--- src/rtl/instr_queue.sv ---
// rtl/instr_queue.sv - instruction register with DEPTH-entry prefetch queue
// Head entry is split into op_code/address and handed to decode via valid/ready.
module instr_queue #(
  parameter int ADDRESS_WIDTH     = 5,
  parameter int INSTRUCTION_WIDTH = 8,
  parameter int OP_CODE_WIDTH     = INSTRUCTION_WIDTH - ADDRESS_WIDTH,
  parameter int DEPTH             = 4,
  parameter int CNT_WIDTH         = $clog2(DEPTH + 1)
) (
  input  logic                         clk,
  input  logic                         n_rst,
  input  logic                         flush,
  input  logic                         in_valid,
  output logic                         in_ready,
  input  logic [INSTRUCTION_WIDTH-1:0] instruction,
  output logic                         out_valid,
  input  logic                         out_ready,
  output logic [OP_CODE_WIDTH-1:0]     op_code,
  output logic [ADDRESS_WIDTH-1:0]     address,
  output logic [CNT_WIDTH-1:0]         count
);

  localparam int PTR_WIDTH = $clog2(DEPTH);

  logic [INSTRUCTION_WIDTH-1:0] mem [DEPTH];
  logic [PTR_WIDTH-1:0]         wr_ptr;
  logic [PTR_WIDTH-1:0]         rd_ptr;
  logic [INSTRUCTION_WIDTH-1:0] head;
  logic                         push;
  logic                         pop;

  assign in_ready  = (count != CNT_WIDTH'(DEPTH));
  assign out_valid = (count != '0);
  assign push      = in_valid && in_ready;
  assign pop       = out_valid && out_ready;
  assign head      = mem[rd_ptr];

  // Fields read as zero while empty so decode never sees a stale entry.
  assign op_code = out_valid ? head[INSTRUCTION_WIDTH-1:ADDRESS_WIDTH] : '0;
  assign address = out_valid ? head[ADDRESS_WIDTH-1:0] : '0;

  always_ff @(posedge clk or negedge n_rst) begin
    if (!n_rst) begin
      wr_ptr <= '0;
      rd_ptr <= '0;
      count  <= '0;
    end else if (flush) begin
      wr_ptr <= '0;
      rd_ptr <= '0;
      count  <= '0;
    end else begin
      if (push) wr_ptr <= wr_ptr + PTR_WIDTH'(1);
      if (pop)  rd_ptr <= rd_ptr + PTR_WIDTH'(1);
      if (push && !pop)      count <= count + CNT_WIDTH'(1);
      else if (pop && !push) count <= count - CNT_WIDTH'(1);
    end
  end

  // Storage carries no reset; entries are only visible through count.
  always_ff @(posedge clk) begin
    if (push && !flush) mem[wr_ptr] <= instruction;
  end

endmodule

--- config.mk ---
export PLATFORM = sky130hd
export DESIGN_NAME = instr_queue
export DESIGN_NICKNAME = d
export VERILOG_FILES = /design/src/rtl/instr_queue.sv
export SDC_FILE = /design/constraint.sdc
export NUM_CORES = 1
export LEC_CHECK = 0
export CAP_MARGIN = 20
export CORE_MARGIN = 4
export CORE_UTILIZATION = 45
export DETAILED_ROUTE_END_ITERATION = 10
export GPL_TIMING_DRIVEN = 0
export PLACE_DENSITY = 0.68
export SLEW_MARGIN = 10
export SYNTH_ARGS = -nofsm -noshare
export SYNTH_HDL_FRONTEND = slang
export SYNTH_SLANG_ARGS = --single-unit
--- constraint.sdc ---
create_clock -name clk -period 5.2 [get_ports clk]
set_input_delay 0.78 -clock clk [delete_from_list [all_inputs] [get_ports clk]]
set_output_delay 0.78 -clock clk [all_outputs]
set_load 0.02 [all_outputs]
* Word-level counts from Yosys, hierarchy flattened
Memory sizes are Yosys's and may differ from the RTL's. Index checks and enable logic that the tools add are counted.
Word-level totals: register bits 7, bits in latches 0, bits in writable memories 32, ROM bits 0, bits of input ports 13, word-level logic and storage cells 32, memories kept 1
Memories:
- mem | words 4, width 8, rd ports 1, clocked after memory_dff 0, write ports 1, RTL line 25 | logic [INSTRUCTION_WIDTH-1:0] mem [DEPTH];
Cells by class: add/subtract/negate cells 4, multipliers 0, div/mod/pow operators 0, magnitude comparators 0, eq/ne operators 1, shift operators 0, muxes and demuxes 11, bitwise logic cells 0, reduce and logical (&&, ||, !) cells 12
Operators with widths (count):
- two-way mux 3 bit | 4
- two-way mux 2 bit | 4
- nonzero test 3 bit | 2
- logical AND 1 bit | 5
- two-way mux 5 bit | 1
- adder 2 x 1 -> 2 bit (second input constant) | 2
- nonzero test 2 bit | 2
- adder 3 x 1 -> 3 bit (second input constant) | 1
- logical NOT 1 bit | 3
- inequality test 3 bit (second input constant) | 1
- subtractor 3 x 1 -> 3 bit (second input constant) | 1
- two-way mux 1 bit | 2

* Depth between registers and ports, before layout
Gate-level depths: netlist of the first run.
depth after elaboration 7, mapped depth 9, depth with buffers taken out 8

* Worst setup path after synthesis of the first run
OpenSTA, ideal clock, no wires.
path type register to register, start point reg count[2], end point reg count[1], setup time 0.104 ns, data arrival time 2.437 ns, required time 5.096 ns, setup slack 2.659 ns, stages on the path, launching flop included 9, cell sequence dfrtp_1 -> buf_4 -> or3_1 -> clkbuf_1 -> a21oi_1 -> fa_1 -> a311oi_1 -> o21ai_0 -> a221oi_1
On the way: word-level cells in the longest chain between the ends 6, elaborated cells between the ends (all ways) 11
Ends and longest elaborated chain:
- from (decl) | RTL line 20 | output logic [CNT_WIDTH-1:0] count
- from (signal assigned) | RTL line 54 | if (push && !pop) count <= count + CNT_WIDTH'(1);
- from (signal assigned) | RTL line 55 | else if (pop && !push) count <= count - CNT_WIDTH'(1);
- nonzero test 3 bit * | RTL line 33 | assign out_valid = (count != '0);
- net out_valid | RTL line 16 | output logic out_valid,
- logical AND 1 bit * | RTL line 35 | assign pop = out_valid && out_ready;
- logical NOT 1 bit | RTL line 54
- logical AND 1 bit | RTL line 54
- two-way mux 3 bit | RTL line 54
- two-way mux 3 bit | RTL line 47 | end else if (flush) begin
Mark *: on every way through the listed nets, which the timed path passes. The rest lies on a longest branch. A chain may end at the register's enable or synchronous reset.

* Worst setup path after layout of the first run
start point reg count[2], end point out op_code[0]
On the way: word-level cells in the longest chain between the ends 2
Ends and longest elaborated chain:
- nonzero test 3 bit | RTL line 33
- two-way mux 3 bit | RTL line 39 | assign op_code = out_valid ? head[INSTRUCTION_WIDTH-1:ADDRESS_WIDTH] : '0;
- to (decl) | RTL line 18 | output logic [OP_CODE_WIDTH-1:0] op_code,
No other way between the ends.

==> results of run 1 <==
-- power breakdown --
part | total [uW] | internal (uW) | switching, uW
clock network | 256 | 144 | 112
logic | 393 | 191 | 202
registers | 386 | 367 | 19.0
total | 1030 | 702 | 333
-- path summary, 6_finish.rpt --
kind                                start         end  depth (start not counted)
worst min-delay path            wr_ptr[1]   wr_ptr[1]                          2
min in group asynchronous           n_rst    count[2]                          1
worst min register to register  wr_ptr[1]   wr_ptr[1]                          2
worst max-delay path             count[2]  op_code[0]                          5
max in group asynchronous           n_rst   rd_ptr[1]                          1
worst max register to register   count[2]    count[1]                          8
-- metal layers --
metal  up-vias  GRT usage  share of wire
met2        36      0.237           0.53
li1        479          -              -
met5         -          0              0
met1       521      0.176           0.39
met3         9     0.0388          0.058
met4         0     0.0723          0.029
-- kinds of logic after synthesis --
logic type	after synthesis	share of synthesized area
flops	39	0.649
simple gates	29	0.0958
fa+ha+maj	5	0.0400
mux	9	0.109
buf+inv	12	0.0300
xor+xnor	4	0.0200
compound gates	14	0.0565
-- worst max-delay path, delay by kind of cell (launching register included) --
| kind | cells | cell delay, ns |
|---|---|---|
| DFF | 1 | 0.39 |
| buffers and inverters | 3 | 0.94 |
| and+or+nand+nor | 2 | 0.56 |
-- final cells by class --
type                    instances  area [um^2]
plain buffers                   7         33.8
clock buffers                   5         68.8
clock inverters                 3         46.3
fillers                       300         1550
inverters                       5         18.8
multi-input cells              61          562
flip-flops and latches         39         1140
well taps                      48         60.1
repair buffers                 24          240
-- cells in the final DEF, fill, tap and decap left out, types with 4 or more instances in the layout --
cell             count
edfxtp_1            32
clkdlybuf4s50_1     24
ha_1                 4
dfrtp_1              7
and2_1              12
mux4_2               8
inv_1                5
nor2_1               5
clkbuf_8             5
-- sequential cells by signal, indices dropped and copies added (netlist names) --
register / count
rd_ptr: 2
count: 3
mem: 32
wr_ptr: 2
-- per-stage QoR --
step	util	hold slack, ns	total power, uW	cells
3_3_place_gp	0.552	0.565	776	184
4_1_cts	0.583	0.596	1050	192
3_5_place_dp	0.552	0.585	792	184
2_1_floorplan	-	0.484	636	112
6_report	0.583	0.587	1030	192
5_1_grt	0.583	0.603	1100	192
==> impl_metrics.prom, run 1 <==
# TYPE chip_impl_metric gauge
chip_impl_metric{name="slowest_delay",unit="ns"} 0.53
chip_impl_info{name="rsz_0062_raised_after_global_routing",value="no"} 1
chip_impl_metric{name="antenna_found_initial",unit=""} 0
chip_impl_metric{name="worst_setup_skew_after_layout",unit="ns"} 0.00536
chip_impl_info{name="clk_root_buffer_cell",value="clkbuf_8"} 1
chip_impl_metric{name="chipHeight",unit="um"} 70.4
chip_impl_info{name="netlist.top_cell.by_area",value="edfxtp_1"} 1
chip_impl_info{name="synth-main-ff-cell",value="edfxtp_1"} 1
chip_impl_metric{name="post_route_cells_drive_above_1_share",unit=""} 0.153
chip_impl_metric{name="cts_setup_buffers",unit=""} 0
chip_impl_metric{name="worst_slack_placed",unit="ns"} 2.11
chip_impl_metric{name="die_outline_area",unit="um^2"} 4950
chip_impl_info{name="worst_setup_path_class",value="reg2out"} 1
chip_impl_info{name="synthTopCellsByCount",value="edfxtp_1, and2_1, mux4_2"} 1
chip_impl_metric{name="area_share_of_the_largest_cell_type_after_synthesis",unit=""} 0.549
chip_impl_metric{name="clk-insertion-delay-late",unit="ns"} 0.30
chip_impl_metric{name="grt_pass1_vias",unit=""} 1089
chip_impl_metric{name="timing.critical_path.fanout_max",unit=""} 10
chip_impl_metric{name="ir_drop",unit="V"} 0.000252
chip_impl_info{name="worst_path_max_delay_cell",value="clkdlybuf4s50_1"} 1
chip_impl_metric{name="ys_seq_area_frac",unit=""} 0.649
chip_impl_metric{name="worst-endpoint-required",unit="ns"} 4.42
chip_impl_metric{name="numPortBuffers",unit=""} 24
chip_impl_metric{name="row_count",unit=""} 22
chip_impl_metric{name="drt-pass1-iter-count",unit=""} 4
chip_impl_metric{name="fin_ws",unit="ns"} 2.24
chip_impl_metric{name="finish.instance_area",unit="um^2"} 2170
chip_impl_metric{name="final-hold-violation-count",unit=""} 0
chip_impl_metric{name="placedInstanceArea",unit="um^2"} 2050
chip_impl_metric{name="p_leak",unit="uW"} 0.000752
chip_impl_metric{name="final_min_period_over_clock_period",unit=""} 0.570
chip_impl_metric{name="ys_ff_latch",unit=""} 39
chip_impl_info{name="timing.critical_path.cells",value="buf_4 -> or3_1 -> clkbuf_1 -> and2_1 -> clkdlybuf4s50_1"} 1
chip_impl_metric{name="finalSetupViolCount",unit=""} 0
chip_impl_metric{name="largest_net_degree_at_the_start_of_global_routing",unit=""} 15
chip_impl_metric{name="post_cts_hold_buffer_count",unit=""} 0
chip_impl_metric{name="worst-r2r-setup-slack",unit="ns"} 2.49
chip_impl_metric{name="drtAntennaViolNets",unit=""} 0
chip_impl_metric{name="routed-via-count",unit=""} 1045
chip_impl_metric{name="gr-total-overflow",unit=""} 0
chip_impl_metric{name="synthCells",unit=""} 112
chip_impl_metric{name="n_antenna_cell",unit=""} 0
chip_impl_info{name="setup.worst_path.end_class",value="primary output"} 1
chip_impl_metric{name="post_cts_resize_count",unit=""} 0
chip_impl_info{name="synth_area_leaders",value="edfxtp_1, mux4_2, dfrtp_1"} 1
chip_impl_metric{name="fp.coreArea",unit="um^2"} 3720
chip_impl_metric{name="worst_slew_margin_rel",unit=""} 0.621
chip_impl_metric{name="hpwlAfterDp",unit="um"} 2240
chip_impl_metric{name="drt_first_iter_violations",unit=""} 87
chip_impl_metric{name="drt-vias-per-instance",unit=""} 5.44
chip_impl_metric{name="post_synth.cell_area_avg",unit="um^2"} 15.6
chip_impl_metric{name="period_needed",unit="ns"} 2.96
chip_impl_metric{name="max_freq",unit="MHz"} 337
chip_impl_metric{name="initial_core_util",unit=""} 0.471
chip_impl_metric{name="drc_errors",unit=""} 0
chip_impl_metric{name="cts_buffers",unit=""} 5
chip_impl_metric{name="cts_buffer_depth",unit=""} 2
chip_impl_metric{name="place_congestion",unit=""} 0.766
chip_impl_metric{name="max_cap_violations",unit=""} 0
chip_impl_metric{name="grt_usage",unit=""} 0.145
chip_impl_metric{name="finish.net_count",unit=""} 161
chip_impl_metric{name="h-tree-depth",unit=""} 2
chip_impl_metric{name="wire_length_of_the_first_global_routing_pass",unit="um"} 5380
chip_impl_metric{name="final_total_negative_setup_slack",unit="ns"} 0
chip_impl_metric{name="yosys_warnings",unit=""} 0
chip_impl_info{name="clock_tree_from_tritoncts",value="built"} 1
chip_impl_metric{name="tightestPinTransition",unit="ns"} 0.569
chip_impl_info{name="run_status",value="complete, no violations"} 1
chip_impl_info{name="most_used_standard_cell_by_instance_count_after_synthesis",value="edfxtp_1"} 1
chip_impl_metric{name="detail_routed_net_length_per_standard_cell",unit="um"} 16.6
chip_impl_info{name="worst_hold_path_type",value="reg2reg"} 1
chip_impl_metric{name="distinct_cell_type_count_of_the_synthesized_netlist",unit=""} 33
chip_impl_metric{name="top_level_ports",unit=""} 26
chip_impl_metric{name="synth_async_sr_flop_share",unit=""} 0.179
chip_impl_metric{name="cts.sink_count",unit=""} 39
chip_impl_info{name="cp-start-kind",value="flop"} 1
chip_impl_metric{name="wirelength",unit="um"} 3180
chip_impl_metric{name="cts.clk_slew.worst_paths",unit="ns"} 0.08
chip_impl_metric{name="area_overhead_vs_synth",unit="%"} 23.7
chip_impl_metric{name="timing.final.max_slew_violations",unit=""} 0
chip_impl_metric{name="chipWidth",unit="um"} 70.4
chip_impl_metric{name="mappedNetlistNets",unit=""} 130
chip_impl_metric{name="synth_edf_count",unit=""} 32
chip_impl_metric{name="synthesis.area",unit="um^2"} 1750
chip_impl_metric{name="worst_ep_arrival_time",unit="ns"} 2.18
chip_impl_metric{name="power_density",unit="nW/um^2"} 478
Power figures use the tool's default switching activity.
==> run 2: changes to the inputs <==
Clock period 5.2 ns to 3.07 ns, I/O delays scaled along.
==> results of run 2 <==
The final DEF is identical to that of run 1. Status: complete, no violations.
Among the figures that moved: setup slack after placement 2.11 ns -> 0.304 ns; setup slack after layout 2.24 ns -> 0.360 ns; hold slack 0.587 ns -> 0.432 ns; end point of the critical path op_code[0] -> count[1]; register-to-register setup slack 2.49 ns -> 0.36 ns; total power 1030 uW -> 1750 uW; worst IR drop on VDD 0.000252 V -> 0.000427 V
==> run 3: changes to the inputs <==
==> constraint.sdc (replaced) <==
create_clock -name clk -period 3.07 [get_ports clk]
set_input_delay 0.307 -clock clk [delete_from_list [all_inputs] [get_ports clk]]
set_output_delay 0.307 -clock clk [all_outputs]
set_load 0.02 [all_outputs]
==> results of run 3 <==
The final DEF is identical to that of run 1. Status: complete, no violations.
Among the figures that moved: setup slack after placement 2.11 ns -> 0.378 ns; setup slack after layout 2.24 ns -> 0.360 ns; hold slack 0.587 ns -> 0.279 ns; end point of the critical path op_code[0] -> count[1]; register-to-register setup slack 2.49 ns -> 0.36 ns; total power 1030 uW -> 1750 uW; worst IR drop on VDD 0.000252 V -> 0.000427 V
